$ cat src/rtl/cpu_mc_pkg.sv
// rtl/cpu_mc_pkg.sv - shared types and constants for the multi-cycle core
package cpu_mc_pkg;

  // Instruction func codes (low nibble of the instruction word)
  typedef enum logic [3:0] {
    F_ADD  = 4'd0,
    F_SUB  = 4'd1,
    F_AND  = 4'd2,
    F_OR   = 4'd3,
    F_XOR  = 4'd4,
    F_NOT  = 4'd5,
    F_SHL  = 4'd6,
    F_SHR  = 4'd7,
    F_SRA  = 4'd8,
    F_SLT  = 4'd9,
    F_SLTU = 4'd10,
    F_MOV  = 4'd11,
    F_LD   = 4'd12,
    F_ST   = 4'd13,
    F_BRZ  = 4'd14,
    F_HALT = 4'd15
  } func_e;

  // Sequencer states
  typedef enum logic [2:0] {
    S_FETCH  = 3'd0,
    S_DECODE = 3'd1,
    S_EXEC   = 3'd2,
    S_MEM    = 3'd3,
    S_HALT   = 3'd4
  } state_e;

  // Instruction field positions, each field 4 bits wide
  localparam int FIELD_W  = 4;
  localparam int SRC1_LSB = 12;
  localparam int SRC2_LSB = 8;
  localparam int DEST_LSB = 4;
  localparam int FUNC_LSB = 0;
  localparam int INSN_W   = 16;

  // Branch offset spans {src2,dest}
  localparam int OFF_LSB  = 4;
  localparam int OFF_W    = 8;

  localparam int NUM_REGS = 16;

endpackage

$ cat src/rtl/cpu_mc_reg_file.sv
// rtl/cpu_mc_reg_file.sv - 16-entry register file, two async reads, one sync write, r0 = 0
module reg_file_p
  import cpu_mc_pkg::*;
#(
  parameter int DATA_W = 16
) (
  input  logic               clk,
  input  logic               reset,
  input  logic               we,
  input  logic [FIELD_W-1:0] waddr,
  input  logic [DATA_W-1:0]  wdata,
  input  logic [FIELD_W-1:0] raddr1,
  output logic [DATA_W-1:0]  rdata1,
  input  logic [FIELD_W-1:0] raddr2,
  output logic [DATA_W-1:0]  rdata2
);

  logic [DATA_W-1:0] regs [NUM_REGS];

  // Register storage; writes aimed at r0 are dropped so it stays zero
  always_ff @(posedge clk or negedge reset) begin
    if (!reset) begin
      for (int i = 0; i < NUM_REGS; i++) begin
        regs[i] <= '0;
      end
    end else if (we && (waddr != '0)) begin
      regs[waddr] <= wdata;
    end
  end

  assign rdata1 = (raddr1 == '0) ? '0 : regs[raddr1];
  assign rdata2 = (raddr2 == '0) ? '0 : regs[raddr2];

endmodule

$ cat src/rtl/cpu_mc.sv
// rtl/cpu_mc.sv - multi-cycle 16-func core with shared req/ack memory port
module cpu_mc
  import cpu_mc_pkg::*;
#(
  parameter int                DATA_W   = 16,
  parameter int                ADDR_W   = 12,
  parameter logic [ADDR_W-1:0] RESET_PC = '0
) (
  input  logic              clk,
  input  logic              reset,
  output logic              mem_req,
  output logic              mem_we,
  output logic [ADDR_W-1:0] mem_addr,
  output logic [DATA_W-1:0] mem_wdata,
  input  logic [DATA_W-1:0] mem_rdata,
  input  logic              mem_ack,
  output logic              halted
);

  state_e              state_q, state_d;
  logic [ADDR_W-1:0]   pc_q;
  logic [INSN_W-1:0]   ir_q;
  logic [DATA_W-1:0]   a_q, b_q;
  logic [ADDR_W-1:0]   addr_q;

  logic [FIELD_W-1:0]  src1, src2, dest;
  func_e               func;
  logic [OFF_W-1:0]    br_off;
  logic [ADDR_W-1:0]   br_target;

  logic [DATA_W-1:0]   rd1, rd2;
  logic [DATA_W-1:0]   alu_y;
  logic                rf_we;
  logic [DATA_W-1:0]   rf_wdata;
  logic                req_c;

  assign src1      = ir_q[SRC1_LSB +: FIELD_W];
  assign src2      = ir_q[SRC2_LSB +: FIELD_W];
  assign dest      = ir_q[DEST_LSB +: FIELD_W];
  assign func      = func_e'(ir_q[FUNC_LSB +: FIELD_W]);
  assign br_off    = ir_q[OFF_LSB +: OFF_W];
  // pc_q already holds PC+1 by EXEC, so the offset is relative to the next instruction
  assign br_target = pc_q + ADDR_W'($signed(br_off));

  reg_file_p #(.DATA_W(DATA_W)) u_rf (
    .clk    (clk),
    .reset  (reset),
    .we     (rf_we),
    .waddr  (dest),
    .wdata  (rf_wdata),
    .raddr1 (src1),
    .rdata1 (rd1),
    .raddr2 (src2),
    .rdata2 (rd2)
  );

  // ALU: pure function of the latched operands and func
  always_comb begin
    alu_y = '0;
    case (func)
      F_ADD:   alu_y = a_q + b_q;
      F_SUB:   alu_y = a_q - b_q;
      F_AND:   alu_y = a_q & b_q;
      F_OR:    alu_y = a_q | b_q;
      F_XOR:   alu_y = a_q ^ b_q;
      F_NOT:   alu_y = ~a_q;
      F_SHL:   alu_y = a_q << b_q[3:0];
      F_SHR:   alu_y = a_q >> b_q[3:0];
      F_SRA:   alu_y = DATA_W'($signed(a_q) >>> b_q[3:0]);
      F_SLT:   alu_y = DATA_W'($signed(a_q) < $signed(b_q));
      F_SLTU:  alu_y = DATA_W'(a_q < b_q);
      F_MOV:   alu_y = a_q;
      default: alu_y = '0;
    endcase
  end

  // Next-state, memory port and register-write decode from registered state
  always_comb begin
    state_d  = state_q;
    req_c    = 1'b0;
    mem_we   = 1'b0;
    mem_addr = pc_q;
    rf_we    = 1'b0;
    rf_wdata = alu_y;
    case (state_q)
      S_FETCH: begin
        req_c = 1'b1;
        if (mem_ack) state_d = S_DECODE;
      end
      S_DECODE: state_d = S_EXEC;
      S_EXEC: begin
        case (func)
          F_LD, F_ST: state_d = S_MEM;
          F_BRZ:      state_d = S_FETCH;
          F_HALT:     state_d = S_HALT;
          default: begin
            rf_we   = 1'b1;
            state_d = S_FETCH;
          end
        endcase
      end
      S_MEM: begin
        req_c    = 1'b1;
        mem_we   = (func == F_ST);
        mem_addr = addr_q;
        if (mem_ack) begin
          rf_we    = (func == F_LD);
          rf_wdata = mem_rdata;
          state_d  = S_FETCH;
        end
      end
      S_HALT:  state_d = S_HALT;
      default: state_d = S_FETCH;
    endcase
  end

  // Reset forces the request low at once, abandoning any transaction in flight
  assign mem_req   = req_c & reset;
  assign mem_wdata = b_q;
  assign halted    = (state_q == S_HALT);

  // Sequencer state, PC, instruction and operand registers
  always_ff @(posedge clk or negedge reset) begin
    if (!reset) begin
      state_q <= S_FETCH;
      pc_q    <= RESET_PC;
      ir_q    <= '0;
      a_q     <= '0;
      b_q     <= '0;
      addr_q  <= '0;
    end else begin
      state_q <= state_d;
      case (state_q)
        S_FETCH: begin
          if (mem_ack) begin
            ir_q <= mem_rdata[INSN_W-1:0];
            pc_q <= pc_q + 1'b1;
          end
        end
        S_DECODE: begin
          a_q <= rd1;
          b_q <= rd2;
        end
        S_EXEC: begin
          if (func == F_BRZ && a_q == '0) pc_q <= br_target;
          if (func == F_LD || func == F_ST) addr_q <= a_q[ADDR_W-1:0];
        end
        default: ;
      endcase
    end
  end

endmodule

$ cat config.mk
export PLATFORM = sky130hd
export DESIGN_NAME = cpu_mc
export DESIGN_NICKNAME = d
export VERILOG_FILES = /design/src/rtl/cpu_mc_pkg.sv /design/src/rtl/cpu_mc_reg_file.sv /design/src/rtl/cpu_mc.sv
export SDC_FILE = /design/constraint.sdc
export NUM_CORES = 1
export LEC_CHECK = 0
export BUFFER_PORTS_ARGS = -buffer_cell sky130_fd_sc_hd__buf_2
export CAP_MARGIN = 0
export CORE_ASPECT_RATIO = 1.75
export CORE_MARGIN = 3
export CORE_UTILIZATION = 55
export DETAILED_ROUTE_END_ITERATION = 12
export GPL_ROUTABILITY_DRIVEN = 0
export HOLD_SLACK_MARGIN = 0.15
export PLACE_DENSITY = 0.71
export RECOVER_POWER = 50
export SLEW_MARGIN = 25
export SYNTH_ARGS = -nofsm -noshare
export SYNTH_HDL_FRONTEND = slang
export SYNTH_SLANG_ARGS = --single-unit
$ cat constraint.sdc
create_clock -name clk -period 9.5 [get_ports clk]
set_input_delay 0.95 -clock clk [delete_from_list [all_inputs] [get_ports clk]]
set_output_delay 0.95 -clock clk [all_outputs]
set_load 0.005 [all_outputs]
# Word-level counts from Yosys, hierarchy flattened
# Index checks and enable logic that the tools add are counted.
# word_totals
ff_bits	331
input_bits	19
out_inout_bits	31
word_cells	110
# op_classes
add_sub_neg	4
magnitude_cmp	6
eq_ne	22
shifts	3
mux	27
bitwise_logic	8
reduce_logical	18
# ops
cell	n
$bwmux W256	1
$pmux W16 S12	1
$mux W16	9
$bmux W16 S4	2
$demux W16 S4	1
$mux W12	3
$eq A4 B4 Y1 const B	8
$lt A16 B16 Y1	2
$pmux W12 S2	1
$add A16 B16 Y16	1
$and A16 B16 Y16	1
$eq A4 B3 Y1 const B	4
$logic_not A16 Y1	1
$not A16 Y16	1
$or A16 B16 Y16	1
$shl A16 B4 Y16	1
$shr A16 B4 Y16	1
$sshr A16 B4 Y16	1
$sub A16 B16 Y16	1
$xor A16 B16 Y16	1
$ge A5 B5 Y1 const B	3
$not A4 Y5	3
$pmux W3 S5	1
$add A12 B1 Y12 const B	1
23 further kinds	38

# Depth between registers and ports, before layout
# logic_depth
depth_word	6
mapped_depth	14

# Hierarchy
# Synthesis repeated with hierarchy kept, for this count alone.
# unflattened
hier_cells	1914
hier_area_um2	21184.1
# modules_own_cells
mod	n_inst	cells_each	area_each_um2	seq_area_each_um2
reg_file_p	1	919	12953.7	6030.8
cpu_mc	1	995	8230.4	1876.8

# Least setup slack after synthesis
# Ideal clock, no wire load.
# synth_path
kind	register -> register
start	register b_q[2] (netlist: mem_wdata[2])
end	register u_rf.regs[106] (netlist name)
setup_time_ps	145
arrival_time_ps	3156
required_time_ps	9355
slack_ps	6198
stages_incl_launch_ff	13
period_less_slack_ps	3302
cell_sequence	dfrtp_1 -> clkbuf_1 -> clkinv_1 -> buf_1 -> ha_1 -> a21oi_1 -> o22ai_1 -> o41ai_2 -> nor2_1 -> o311a_1 -> a221oi_2 -> buf_2 -> o221ai_1
# synth_via
elab_chain_cells	5
# synth_rtl
item	line	rtl
from (decl)	cpu_mc.sv:23	logic [DATA_W-1:0] a_q, b_q;
from (signal assigned)	cpu_mc.sv:142	b_q <= rd2;
$sub A16 B16 Y16, or another cell as far along	cpu_mc.sv:62	F_SUB: alu_y = a_q - b_q;
$pmux W16 S12 (*)	cpu_mc.sv:60	case (func)
$mux W16	cpu_mc.sv:106	if (mem_ack) begin
$mux W16 (*)	cpu_mc.sv:85	case (state_q)
$bwmux W256 (*)	cpu_mc_reg_file.sv:27	regs[waddr] <= wdata;
to (signal, indexed assignment)	cpu_mc_reg_file.sv:27	
to (decl)	cpu_mc_reg_file.sv:18	logic [DATA_W-1:0] regs [NUM_REGS];
# Mark *: on every way between the ends. The rest lies on a longest branch, timed or not.
# A chain may end at the register's enable or synchronous reset.

# Worst setup path in the final report
# layout_path
start	register b_q[2] (netlist: mem_wdata[2])
end	register u_rf.regs[238] (netlist name)
# The elaborated chain is that of the path after synthesis.

==> results.py <==
metrics = {
    "cts": {
        "cts-root-buf": "clkbuf_16",
        "cts_tree": "built",
        "post_cts_buffers": 0,
        "clk_latency_ns": 0.61,
        "cts_buffer_depth": 3,
        "cts-resized-gates": 0,
        "cts-htree-levels": 1,
        "holdBufCountCts": 0,
        "clkSinkCount": 331,
        "clk_pin_slew_ns": 0.08,
        "cts_buffers": 31,
    },
    "grt": {
        "grt_use_total_pct": 37.56,
        "grt_max_degree": 80,
        "grt_pass1_wl_um": 118900,
        "overflow": 0,
        "grt_pass1_vias": 18780,
        "antenna_found_initial": 12,
    },
    "synth": {
        "ys_seq_elements": 331,
        "synth_area_sq_um": 22190,
        "yosysWarnings": 0,
        "synthArstFlopShare_pct": 100.0,
        "synth_ff_type": "dfrtp_1",
        "synth-seq-area-share_pct": 37.33,
        "synth_edf_count": 0,
        "syn_nets": 2161,
        "yosys.cell_types.count": 95,
        "synthCells": 2074,
        "syn_area_per_cell_sq_um": 10.70,
    },
    "critical_path": {
        "start_kind": "register",
        "path_max_fanout": 45,
        "required_ns": 9.94,
        "crit_path_cell_trace": "clkbuf_1 -> clkinv_1 -> ha_1 -> nor2b_1 -> o211ai_1 -> nand3_1 -> a311oi_1 -> or3_1 -> o311a_1 -> o21ai_0",
        "worstReg2RegEnd": "u_rf.regs[238]",
        "path_class": "reg2reg",
        "slowest_delay_ns": 1.45,
        "endpoint": "u_rf.regs[238]",
        "r2r-start": "mem_wdata[2]",
        "crit_path_start": "mem_wdata[2]",
        "worstPathArrival_ns": 6.75,
        "rr_worst_depth": 10,
        "rrSetupSlack_ns": 3.20,
        "slowest_stage": "clkbuf_1",
        "cp-end-kind": "register",
    },
    "placement": {
        "portBuffers": 49,
        "dp_cells": 2442,
        "dp.final_hpwl_um": 52160,
    },
    "final_layout": {
        "utilization_pct": 59.71,
        "areaGrowthSynthToFinish_pct": 6.337,
        "fillers": 3157,
        "layout_commonest_cell": "dfrtp_1",
        "fin_cells": 2506,
        "drive_above_1_share_pct": 21.95,
        "final_cell_mix": "327 x dfrtp_1, 276 x nand2_1, 179 x mux4_2",
        "final_nets": 2073,
    },
    "route": {
        "vias": 19150,
        "routed_via_density": 7.642,
        "highest_layer": "met5",
        "wl_met2_um": 36480,
        "postRouteAntennaNets": 0,
        "detail_route.wl_per_cell_um": 31.93,
        "drc_errors": 0,
        "wl_met3_um": 9475,
        "first_pass_iters": 9,
        "routed_wl_um": 80030,
        "met1_length_um": 25230,
        "first_iter_violations": 2490,
    },
    "min_path": {
        "hold_class": "reg2reg",
    },
    "floorplan": {
        "io_pins": 50,
        "die_h_um": 271.7,
        "start_util_pct": 56.16,
        "core_area_sq_um": 39520,
        "die_area_sq_um": 42890,
        "dieWidth_um": 157.8,
        "row_count": 96,
    },
    "timing": {
        "finalMaxSlewViolations": 312,
        "rsz0062_at_grt": "false",
        "maxSlewHeadroom_pct": -206.5,
        "period_needed_ns": 6.303,
        "finalCritPeriodShare_pct": 66.35,
        "timing.setup.tns_ns": 0,
        "setup_viol": 0,
        "fmax_ghz": 0.1587,
        "finClkSkew_ns": 0.02103,
        "finalHoldViolCount": 0,
        "tightest_slew_ns": 4.598,
    },
    "pwr": {
        "p_per_area_nw_per_um2": 378.6,
        "peakVddDrop_mv": 0.2321,
        "leakage_nw": 9.669,
        "p_total_mw": 8.935,
    },
    "run_status": {
        "status": "finished with violations",
        "violations": "max-capacitance violations, max-slew violations",
    },
    "run": {
        "drv_cap": 7,
    },
}
## report_power, final
group / switching [mW] / internal (mW) / total (mW) / leakage [nW]
clock: 0.584 / 0.738 / 1.32 / 0.525
sequential: 0.547 / 1.83 / 2.38 / 4.51
combinational: 3.29 / 1.94 / 5.23 / 4.63
total: 4.42 / 4.51 / 8.93 / 9.67
## synth_stat cells, types with 33 or more instances
cell type / instances / share of area (%)
o22ai_1: 40 / 1.1
nand2_1: 277 / 4.7
buf_2: 44 / 0.99
dfrtp_1: 331 / 37
o221ai_1: 144 / 5.7
mux4_2: 179 / 18
a21oi_1: 45 / 1.0
inv_1: 85 / 1.4
mux2_2: 81 / 4.1
nand3_1: 33 / 0.74
nor2_1: 104 / 1.8
clkbuf_1: 147 / 2.5
o21ai_0: 107 / 2.4
ha_1: 65 / 3.7
## kinds of logic (layout without fill, tap and decap cells)
logic type                 count (synthesis)  after routing  share of synthesized area (%)
and+or+nand+nor                          550            550                          11.25
other                                      0              7                              0
buffers and inverters                    312            247                          5.751
xor gates and xnor gates                  15             15                         0.5920
muxes                                    286            286                          24.04
AOI/OAI and AO/OA                        512            512                          17.11
adders and majority gates                 68             68                          3.936
DFF                                      331            331                          37.33
## worst min-delay path by stage
stage / startpoint / to / slack [ns] / cells after the start
6_report: u_rf.regs[249] / u_rf.regs[249] / 0.40 / 0
5_1_grt: u_rf.regs[249] / u_rf.regs[249] / 0.41 / 0
4_1_cts: reset / u_rf.regs[10] / 0.36 / 1
3_5_place_dp: u_rf.regs[255] / u_rf.regs[255] / 0.38 / 0
3_3_place_gp: u_rf.regs[246] / u_rf.regs[246] / 0.38 / 0
2_1_floorplan: pc_q[11] / pc_q[11] / 0.44 / 1
## per-stage QoR
step           hold WS [ns]  area (sq um)  setup WS [ns]
6_report             0.3988         23600          3.197
5_1_grt              0.4089         23590          2.664
4_1_cts              0.3591         23610          5.137
3_5_place_dp         0.3823         22550          5.168
3_3_place_gp         0.3765         22530          5.033
2_1_floorplan        0.4395         22190          6.198
## sequential cells by signal (all words and copies together) (netlist names)
signal / flops
a_q: 16
ir_q: 16
pc_q: 12
state_q: 3
u_rf.regs: 256
mem_wdata: 16
addr_q: 12
## critical path, delay by kind of cell, from the launching register on
family                   cells  cell delay [ns]
buffers and inverters        2             2.66
AO/OA/AOI/OAI                4             1.61
AND/OR/NAND/NOR              3             0.78
adder cells (fa/ha/maj)      1             0.71
flip-flops                   1             0.33
## cell type report
cell class,count,area (sq um),area share [%]
Antenna cell,7,17.52,0.07423
Multi-Input combinational cell,1431,12680,53.73
Sequential cell,331,8290,35.13
Clock inverter,13,160.2,0.6787
Tap cell,490,613.1,2.598
Timing Repair Buffer,101,608.1,2.577
Inverter,90,337.8,1.432
Clock buffer,43,890.9,3.775
## routing by layer
layer  vias to the layer above  track usage [%]
met1                      9306            42.22
met3                       549            13.91
met4                         8            30.81
met2                      1531            56.29
met5                         -                0
li1                       7758                -
Note: power is estimated with default switching activity, not from simulation.
